--- src/rtl/mem_access_unit_if.sv ---
// Data-memory request/acknowledge port between the MEM stage and data memory.
interface mem_access_unit_if;
   logic        dmem_req;
   logic        dmem_we;
   logic [31:0] dmem_addr;
   logic [31:0] dmem_wdata;
   logic [3:0]  dmem_be;
   logic        dmem_ack;
   logic [31:0] dmem_rdata;

   modport master (
      output dmem_req, dmem_we, dmem_addr, dmem_wdata, dmem_be,
      input  dmem_ack, dmem_rdata
   );

   modport slave (
      input  dmem_req, dmem_we, dmem_addr, dmem_wdata, dmem_be,
      output dmem_ack, dmem_rdata
   );
endinterface

--- src/rtl/mem_access_unit.sv ---
// RV32 MEM stage: issues data-memory transactions, aligns store data,
// extends load data and stalls the pipeline until memory acknowledges.
module mem_access_unit (
   input  logic        clock,
   input  logic        reset_n,
   input  logic [31:0] mem_alu_result,
   input  logic [31:0] mem_rs2_data,
   input  logic [4:0]  mem_rd,
   input  logic        mem_reg_write,
   input  logic        mem_mem_read,
   input  logic        mem_mem_write,
   input  logic [2:0]  mem_mem_op_length,
   mem_access_unit_if.master dmem,
   output logic        stall,
   output logic        access_fault,
   output logic [31:0] wb_data,
   output logic [4:0]  wb_rd,
   output logic        wb_reg_write
);

   localparam int unsigned XLEN = 32;
   localparam int unsigned BE_W = 4;

   localparam logic [2:0] OP_B  = 3'b000;
   localparam logic [2:0] OP_H  = 3'b001;
   localparam logic [2:0] OP_W  = 3'b010;
   localparam logic [2:0] OP_BU = 3'b100;
   localparam logic [2:0] OP_HU = 3'b101;

   typedef enum logic [1:0] {
      S_IDLE = 2'd0,
      S_BUSY = 2'd1,
      S_DONE = 2'd2
   } state_t;

   state_t            r_state;
   logic              r_req;
   logic              r_we;
   logic [XLEN-1:0]   r_addr;
   logic [XLEN-1:0]   r_wdata;
   logic [BE_W-1:0]   r_be;
   logic [2:0]        r_op;
   logic [1:0]        r_off;
   logic [XLEN-1:0]   r_load_data;

   logic              w_access;
   logic              w_is_load;
   logic [1:0]        w_off;
   logic              w_illegal;
   logic              w_fault;
   logic [XLEN-1:0]   w_store_wdata;
   logic [BE_W-1:0]   w_store_be;
   logic [7:0]        w_byte;
   logic [15:0]       w_half;
   logic [XLEN-1:0]   w_load_word;

   // Decode access type, legality and alignment of the EX/MEM instruction.
   always_comb begin
      w_access  = mem_mem_read | mem_mem_write;
      w_is_load = mem_mem_read & ~mem_mem_write;
      w_off     = mem_alu_result[1:0];
      w_illegal = 1'b0;
      w_fault   = 1'b0;
      case (mem_mem_op_length)
         OP_B, OP_BU: w_illegal = 1'b0;
         OP_H, OP_HU: w_fault   = w_off[0];
         OP_W:        w_fault   = (w_off != 2'b00);
         default:     w_illegal = 1'b1;
      endcase
      w_fault = w_access & (w_fault | w_illegal);
   end

   // Replicate store data across lanes and pick the byte enables for the offset.
   always_comb begin
      w_store_wdata = '0;
      w_store_be    = '0;
      case (mem_mem_op_length[1:0])
         2'b00: begin
            w_store_wdata = {4{mem_rs2_data[7:0]}};
            w_store_be    = BE_W'(4'b0001 << w_off);
         end
         2'b01: begin
            w_store_wdata = {2{mem_rs2_data[15:0]}};
            w_store_be    = w_off[1] ? 4'b1100 : 4'b0011;
         end
         2'b10: begin
            w_store_wdata = mem_rs2_data;
            w_store_be    = 4'b1111;
         end
         default: begin
            w_store_wdata = '0;
            w_store_be    = '0;
         end
      endcase
   end

   // Select and extend the addressed byte/half of the returned read word.
   always_comb begin
      w_byte      = 8'h00;
      w_load_word = dmem.dmem_rdata;
      case (r_off)
         2'd0:    w_byte = dmem.dmem_rdata[7:0];
         2'd1:    w_byte = dmem.dmem_rdata[15:8];
         2'd2:    w_byte = dmem.dmem_rdata[23:16];
         default: w_byte = dmem.dmem_rdata[31:24];
      endcase
      w_half = r_off[1] ? dmem.dmem_rdata[31:16] : dmem.dmem_rdata[15:0];
      case (r_op)
         OP_B:    w_load_word = {{24{w_byte[7]}}, w_byte};
         OP_H:    w_load_word = {{16{w_half[15]}}, w_half};
         OP_BU:   w_load_word = {24'h000000, w_byte};
         OP_HU:   w_load_word = {16'h0000, w_half};
         default: w_load_word = dmem.dmem_rdata;
      endcase
   end

   // Request FSM with registered memory-port fields and captured load word.
   always_ff @(posedge clock or negedge reset_n) begin
      if (!reset_n) begin
         r_state     <= S_IDLE;
         r_req       <= 1'b0;
         r_we        <= 1'b0;
         r_addr      <= '0;
         r_wdata     <= '0;
         r_be        <= '0;
         r_op        <= '0;
         r_off       <= '0;
         r_load_data <= '0;
      end else begin
         case (r_state)
            S_IDLE: begin
               if (w_access && !w_fault) begin
                  r_req   <= 1'b1;
                  r_we    <= mem_mem_write;
                  r_addr  <= {mem_alu_result[31:2], 2'b00};
                  r_wdata <= mem_mem_write ? w_store_wdata : '0;
                  r_be    <= mem_mem_write ? w_store_be : '0;
                  r_op    <= mem_mem_op_length;
                  r_off   <= w_off;
                  r_state <= S_BUSY;
               end
            end
            S_BUSY: begin
               if (dmem.dmem_ack) begin
                  r_req       <= 1'b0;
                  r_load_data <= w_load_word;
                  r_state     <= S_DONE;
               end
            end
            S_DONE: begin
               r_state <= S_IDLE;
            end
            default: begin
               r_state <= S_IDLE;
               r_req   <= 1'b0;
            end
         endcase
      end
   end

   assign dmem.dmem_req   = r_req;
   assign dmem.dmem_we    = r_we;
   assign dmem.dmem_addr  = r_addr;
   assign dmem.dmem_wdata = r_wdata;
   assign dmem.dmem_be    = r_be;

   // Pipeline-facing stall, fault and writeback, combinational from state and EX/MEM.
   always_comb begin
      stall        = reset_n & ((r_state == S_BUSY) |
                                ((r_state == S_IDLE) & w_access & ~w_fault));
      access_fault = reset_n & w_fault;
      wb_rd        = mem_rd;
      wb_data      = (w_is_load && (r_state == S_DONE)) ? r_load_data : mem_alu_result;
      wb_reg_write = mem_reg_write & ~mem_mem_write & ~w_fault &
                     (~w_is_load | (r_state == S_DONE));
   end

endmodule

--- src/flat_wrapper.sv ---
// flat-port wrapper written by rule: the top's interface ports become plain ports
module mem_access_unit_flat 
  (clock, reset_n, mem_alu_result, mem_rs2_data, mem_rd, mem_reg_write, mem_mem_read, mem_mem_write, mem_mem_op_length, stall, access_fault, wb_data, wb_rd, wb_reg_write, dmem_dmem_req, dmem_dmem_we, dmem_dmem_addr, dmem_dmem_wdata, dmem_dmem_be, dmem_dmem_ack, dmem_dmem_rdata);
  mem_access_unit_if dmem_i ();
  input  logic clock;
  input  logic reset_n;
  input  logic [31:0] mem_alu_result;
  input  logic [31:0] mem_rs2_data;
  input  logic [4:0] mem_rd;
  input  logic mem_reg_write;
  input  logic mem_mem_read;
  input  logic mem_mem_write;
  input  logic [2:0] mem_mem_op_length;
  output logic stall;
  output logic access_fault;
  output logic [31:0] wb_data;
  output logic [4:0] wb_rd;
  output logic wb_reg_write;
  output wire logic [$bits(dmem_i.dmem_req)-1:0] dmem_dmem_req;
  output wire logic [$bits(dmem_i.dmem_we)-1:0] dmem_dmem_we;
  output wire logic [$bits(dmem_i.dmem_addr)-1:0] dmem_dmem_addr;
  output wire logic [$bits(dmem_i.dmem_wdata)-1:0] dmem_dmem_wdata;
  output wire logic [$bits(dmem_i.dmem_be)-1:0] dmem_dmem_be;
  input wire logic [$bits(dmem_i.dmem_ack)-1:0] dmem_dmem_ack;
  input wire logic [$bits(dmem_i.dmem_rdata)-1:0] dmem_dmem_rdata;
  assign dmem_dmem_req = dmem_i.dmem_req;
  assign dmem_dmem_we = dmem_i.dmem_we;
  assign dmem_dmem_addr = dmem_i.dmem_addr;
  assign dmem_dmem_wdata = dmem_i.dmem_wdata;
  assign dmem_dmem_be = dmem_i.dmem_be;
  assign dmem_i.dmem_ack = dmem_dmem_ack;
  assign dmem_i.dmem_rdata = dmem_dmem_rdata;
  mem_access_unit u_core (.clock(clock), .reset_n(reset_n), .mem_alu_result(mem_alu_result), .mem_rs2_data(mem_rs2_data), .mem_rd(mem_rd), .mem_reg_write(mem_reg_write), .mem_mem_read(mem_mem_read), .mem_mem_write(mem_mem_write), .mem_mem_op_length(mem_mem_op_length), .dmem(dmem_i), .stall(stall), .access_fault(access_fault), .wb_data(wb_data), .wb_rd(wb_rd), .wb_reg_write(wb_reg_write));
endmodule
--- config.mk ---
export PLATFORM = sky130hd
export DESIGN_NAME = mem_access_unit_flat
export DESIGN_NICKNAME = d
export VERILOG_FILES = /design/src/rtl/mem_access_unit_if.sv /design/src/rtl/mem_access_unit.sv /design/src/flat_wrapper.sv
export SDC_FILE = /design/constraint.sdc
export NUM_CORES = 1
export LEC_CHECK = 0
export ABC_AREA = 1
export BUFFER_PORTS_ARGS = -buffer_cell sky130_fd_sc_hd__buf_2
export CORE_MARGIN = 10
export CORE_UTILIZATION = 45
export CTS_CLUSTER_SIZE = 40
export DETAILED_ROUTE_END_ITERATION = 8
export GPL_TIMING_DRIVEN = 0
export PLACE_DENSITY = 0.81
export SLEW_MARGIN = 20
export SYNTH_ARGS = -nofsm -noshare
export SYNTH_HDL_FRONTEND = slang
export SYNTH_SLANG_ARGS = --single-unit
--- constraint.sdc ---
create_clock -name clock -period 1.3 [get_ports clock]
set_input_delay 0 -clock clock [delete_from_list [all_inputs] [get_ports clock]]
set_output_delay 0 -clock clock [all_outputs]
set_load 0.02 [all_outputs]
==> metrics.md <==
| Metric | Value |
|---|---|
| Status | finished, violations left |
| Failing checks | negative setup slack |
| Max H-tree Level | 3 |
| Die Span Y | 134.7 um |
| Core area | 12770 um2 |
| Crit path kind | reg -> out |
| Die area | 18150 um2 |
| Largest net degree at the start of global routing | 73 |
| Nets | 1240 |
| Distinct cells, synth | 28 |
| Synthesized cell area | 5923 um2 |
| Sequential share of the synthesized area | 0.4520 |
| Initial Util | 0.4637 |
| Num CTS Buffers | 9 |
| Main area contributors after synthesis | dfrtp_1, nand2_1, inv_1, o21ai_1, nand3_1 |
| Pwr dens | 1707 nW/um2 |
| Period Utilization, post-route | 1.421 |
| Dpl hpwl | 16110 um |
| Hold Vio Cnt, Final | 0 |
| Gate Count Post-Synth | 812 |
| Slew Viols, Final | 0 |
| Via count | 7127 |
| Routed vias/inst | 5.432 |
| M1 WL | 10170 um |
| CTS Sinks | 107 |
| Area Overhead vs Synth | 62.91% |
| Critical path launch point type | flip-flop |
| DR pass1 iterations | 5 |
| Total Wirelength | 27110 um |
| Crit path max fanout | 8 |
| Skew-Pair Late Insertion Delay | 0.36 ns |
| PnR worst setup slack | -0.5473 ns |
| Std cell rows | 41 |
| RSZ-0062 raised after global routing | yes |
| Met2 wire len | 13080 um |
| Crit-path cells | nor2_4 > nand3_4 > buf_12 > clkbuf_8 > o21ai_1 > buf_4 |
| Top cell type's share of synthesized area | 0.4520 |
| Initial antenna violation count | 5 |
| Worst vdd ir | 0.0008807 V |
| Max capacitance violation total | 0 |
| First-pass GRT wire length | 39950 um |
| Starting DRT DRC Count | 646 |
| Yosys warns | 0 |
| Fmax | 541.3 MHz |
| Fill cells | 856 |
| Vias in the first global route | 7159 |
| Hold Path Class | in -> reg |
| Setup crit end kind | primary output |
| Final Power | 16.47 mW |
| Clock Pin Slew Worst Setup and Hold Paths | 0.08 ns |
| CP max stage cell | dfrtp_2 |
| Root Buffer | clkbuf_16 |
| Gpl congestion | 0.9931 |
| PortBufs | 210 |
| Final Critical Period | 1.847 ns |
| Share of cells above drive strength 1 | 0.3833 |
| Detail Route Antenna Nets | 0 |
| Crit-path max cell delay | 0.47 ns |
| Cell taking the most area after synthesis | dfrtp_1 |
| Met3 WL | 2349 um |
| Grt ovf | 0 |
| CTS tree | built |
| Final setup viols | 140 |
| DR top layer | met4 |
| I/O pin count | 220 |
| Worst hold slack | 0.006934 ns |
| DR WL/cell | 20.66 um |
| Yosys reg bits | 107 |
| Global Route Usage Sum | 0.2795 |
| Clock skew | 0.006510 ns |
| Multi-input gate area | 3009 um2 |
| Arrival @ worst endpoint | 1.85 ns |
| Reg area | 2681 um2 |
| Mean Syn Cell Area | 7.295 um2 |
| Residual DRC | 0 |
| Leak pwr | 5.204 nW |
| Worst EP required | 1.30 ns |
| Max Buffers Root-to-Sink | 2 |
| DIE WIDTH | 134.7 um |
-- worst paths after layout --
kind                                       startpoint                    endpoint  slack, ns  depth (start not counted)
max                                 u_core.r_state[0]                  wb_data[7]      -0.55                          6
min                                  mem_rs2_data[15]  u_core.dmem.dmem_wdata[31]      0.007                          5
max reg2reg                         u_core.r_state[1]    u_core.dmem.dmem_addr[7]      -0.46                          9
min reg2reg                u_core.dmem.dmem_wdata[19]  u_core.dmem.dmem_wdata[19]       0.49                          2
max in group asynchronous                     reset_n   u_core.dmem.dmem_addr[13]       0.48                          4
min in group asynchronous                     reset_n  u_core.dmem.dmem_wdata[22]       0.20                          3
-- cells in the mapped netlist --
cell type and n:
a21boi_0 1, a21oi_1 49, a21oi_2 1, and2_1 1
buf_2 15, buf_4 10, buf_6 15, clkbuf_1 15
conb_1 1, dfrtp_1 107, inv_1 96, inv_2 3
nand2_1 282, nand2_4 1, nand3_1 52, nand3_2 1
nor2_1 31, nor2_2 2, nor2_4 1, nor2_8 1
nor3_1 6, o211ai_1 2, o211ai_2 1, o21a_1 1
o21ai_0 43, o21ai_1 53, o21ai_2 20, or2_2 1
-- power by group --
| part | leakage (nW) | switching [mW] | internal (mW) |
|---|---|---|---|
| logic | 3.73 | 5.05 | 3.33 |
| clock network | 0.136 | 1.37 | 1.31 |
| registers | 1.33 | 0.821 | 4.59 |
| total | 5.20 | 7.24 | 9.23 |
-- placed cells by master (no fill, tap or decap), types with 3 or more instances in the layout --
| cell | count |
|---|---|
| nand3_1 | 49 |
| nor3_1 | 5 |
| buf_4 | 30 |
| a21oi_2 | 11 |
| nor2_1 | 18 |
| bufbuf_16 | 8 |
| nor2_2 | 4 |
| a21oi_1 | 36 |
| dfrtp_2 | 3 |
| buf_12 | 12 |
| buf_8 | 7 |
| clkbuf_16 | 11 |
| dlygate4sd3_1 | 61 |
| o21ai_2 | 46 |
| nor2_4 | 12 |
| nand2_2 | 18 |
| buf_6 | 41 |
| inv_2 | 6 |
| nand2_1 | 263 |
| dfrtp_1 | 104 |
| o21ai_0 | 11 |
| o21ai_1 | 47 |
| buf_16 | 5 |
| a21oi_4 | 3 |
| inv_1 | 93 |
| o21ai_4 | 12 |
| buf_2 | 181 |
| diode_2 | 5 |
| clkinv_4 | 3 |
| clkbuf_1 | 7 |
| nand3_2 | 3 |
| clkbuf_8 | 3 |
-- cells by family after synthesis --
group,Yosys count,share of synthesized area
other,1,0.0006331
and+or+nand+nor,379,0.2605
buffers and inverters,154,0.1261
DFF,107,0.4520
AOI/OAI and AO/OA,171,0.1608
-- registers in the layout, summed over array words and instances, names as in the netlist --
| signal | cells |
|---|---|
| u_core.dmem.dmem_wdata | 32 |
| u_core.dmem.dmem_be | 4 |
| u_core.r_load_data | 32 |
| u_core.r_op | 3 |
| u_core.r_off | 2 |
| u_core.dmem.dmem_req | 1 |
| u_core.r_state | 2 |
| u_core.dmem.dmem_addr | 30 |
| u_core.dmem.dmem_we | 1 |
-- per-layer routing --
layer	track usage	vias up
li1	-	3190
met1	0.3284	3332
met2	0.4689	490
met3	0.05823	115
met4	0.1487	0
met5	0	-
-- timing repair --
item / in CTS / in global routing
pin swaps: 10 / 8
endpoints found under the setup margin: 138 / 140
endpoints found under the hold margin: 168 / 0
resized for setup: 196 / 86
hold buffers: 62 / 0
buffers inserted: 11 / 4
cloned: 16 / 2
-- stage by stage --
step	cells	util	area, um2	setup slack (ns)	setup TNS, ns
final	1312	0.7554	9649	-0.5473	-46.28
after global routing	1311	0.7552	9647	-0.5781	-52.53
after CTS	1301	0.7260	9274	-0.3821	-38.55
after detailed placement	1196	0.5684	7261	-0.3523	-21.45
after global placement	1195	0.5658	7227	-1.103	-132.18
after floorplan	813	-	5961	-0.1123	-1.711
-- layout make-up --
class                   count  share of cell area
multi-input cells         553              0.3119
clock buffers               9             0.02334
inverters                  99             0.03851
clock inverters             7            0.005446
flip-flops and latches    107              0.2779
plain buffers              55             0.05835
well taps                 172             0.02230
diodes                      5            0.001297
repair buffers            305              0.2610
-- critical path, delay by kind of cell (launching register included) --
kind	cells	cell delay (ns)
compound gates	1	0.17
buf+inv	3	0.52
simple gates	2	0.32
flops	1	0.47
Power figures use the tool's default switching activity.
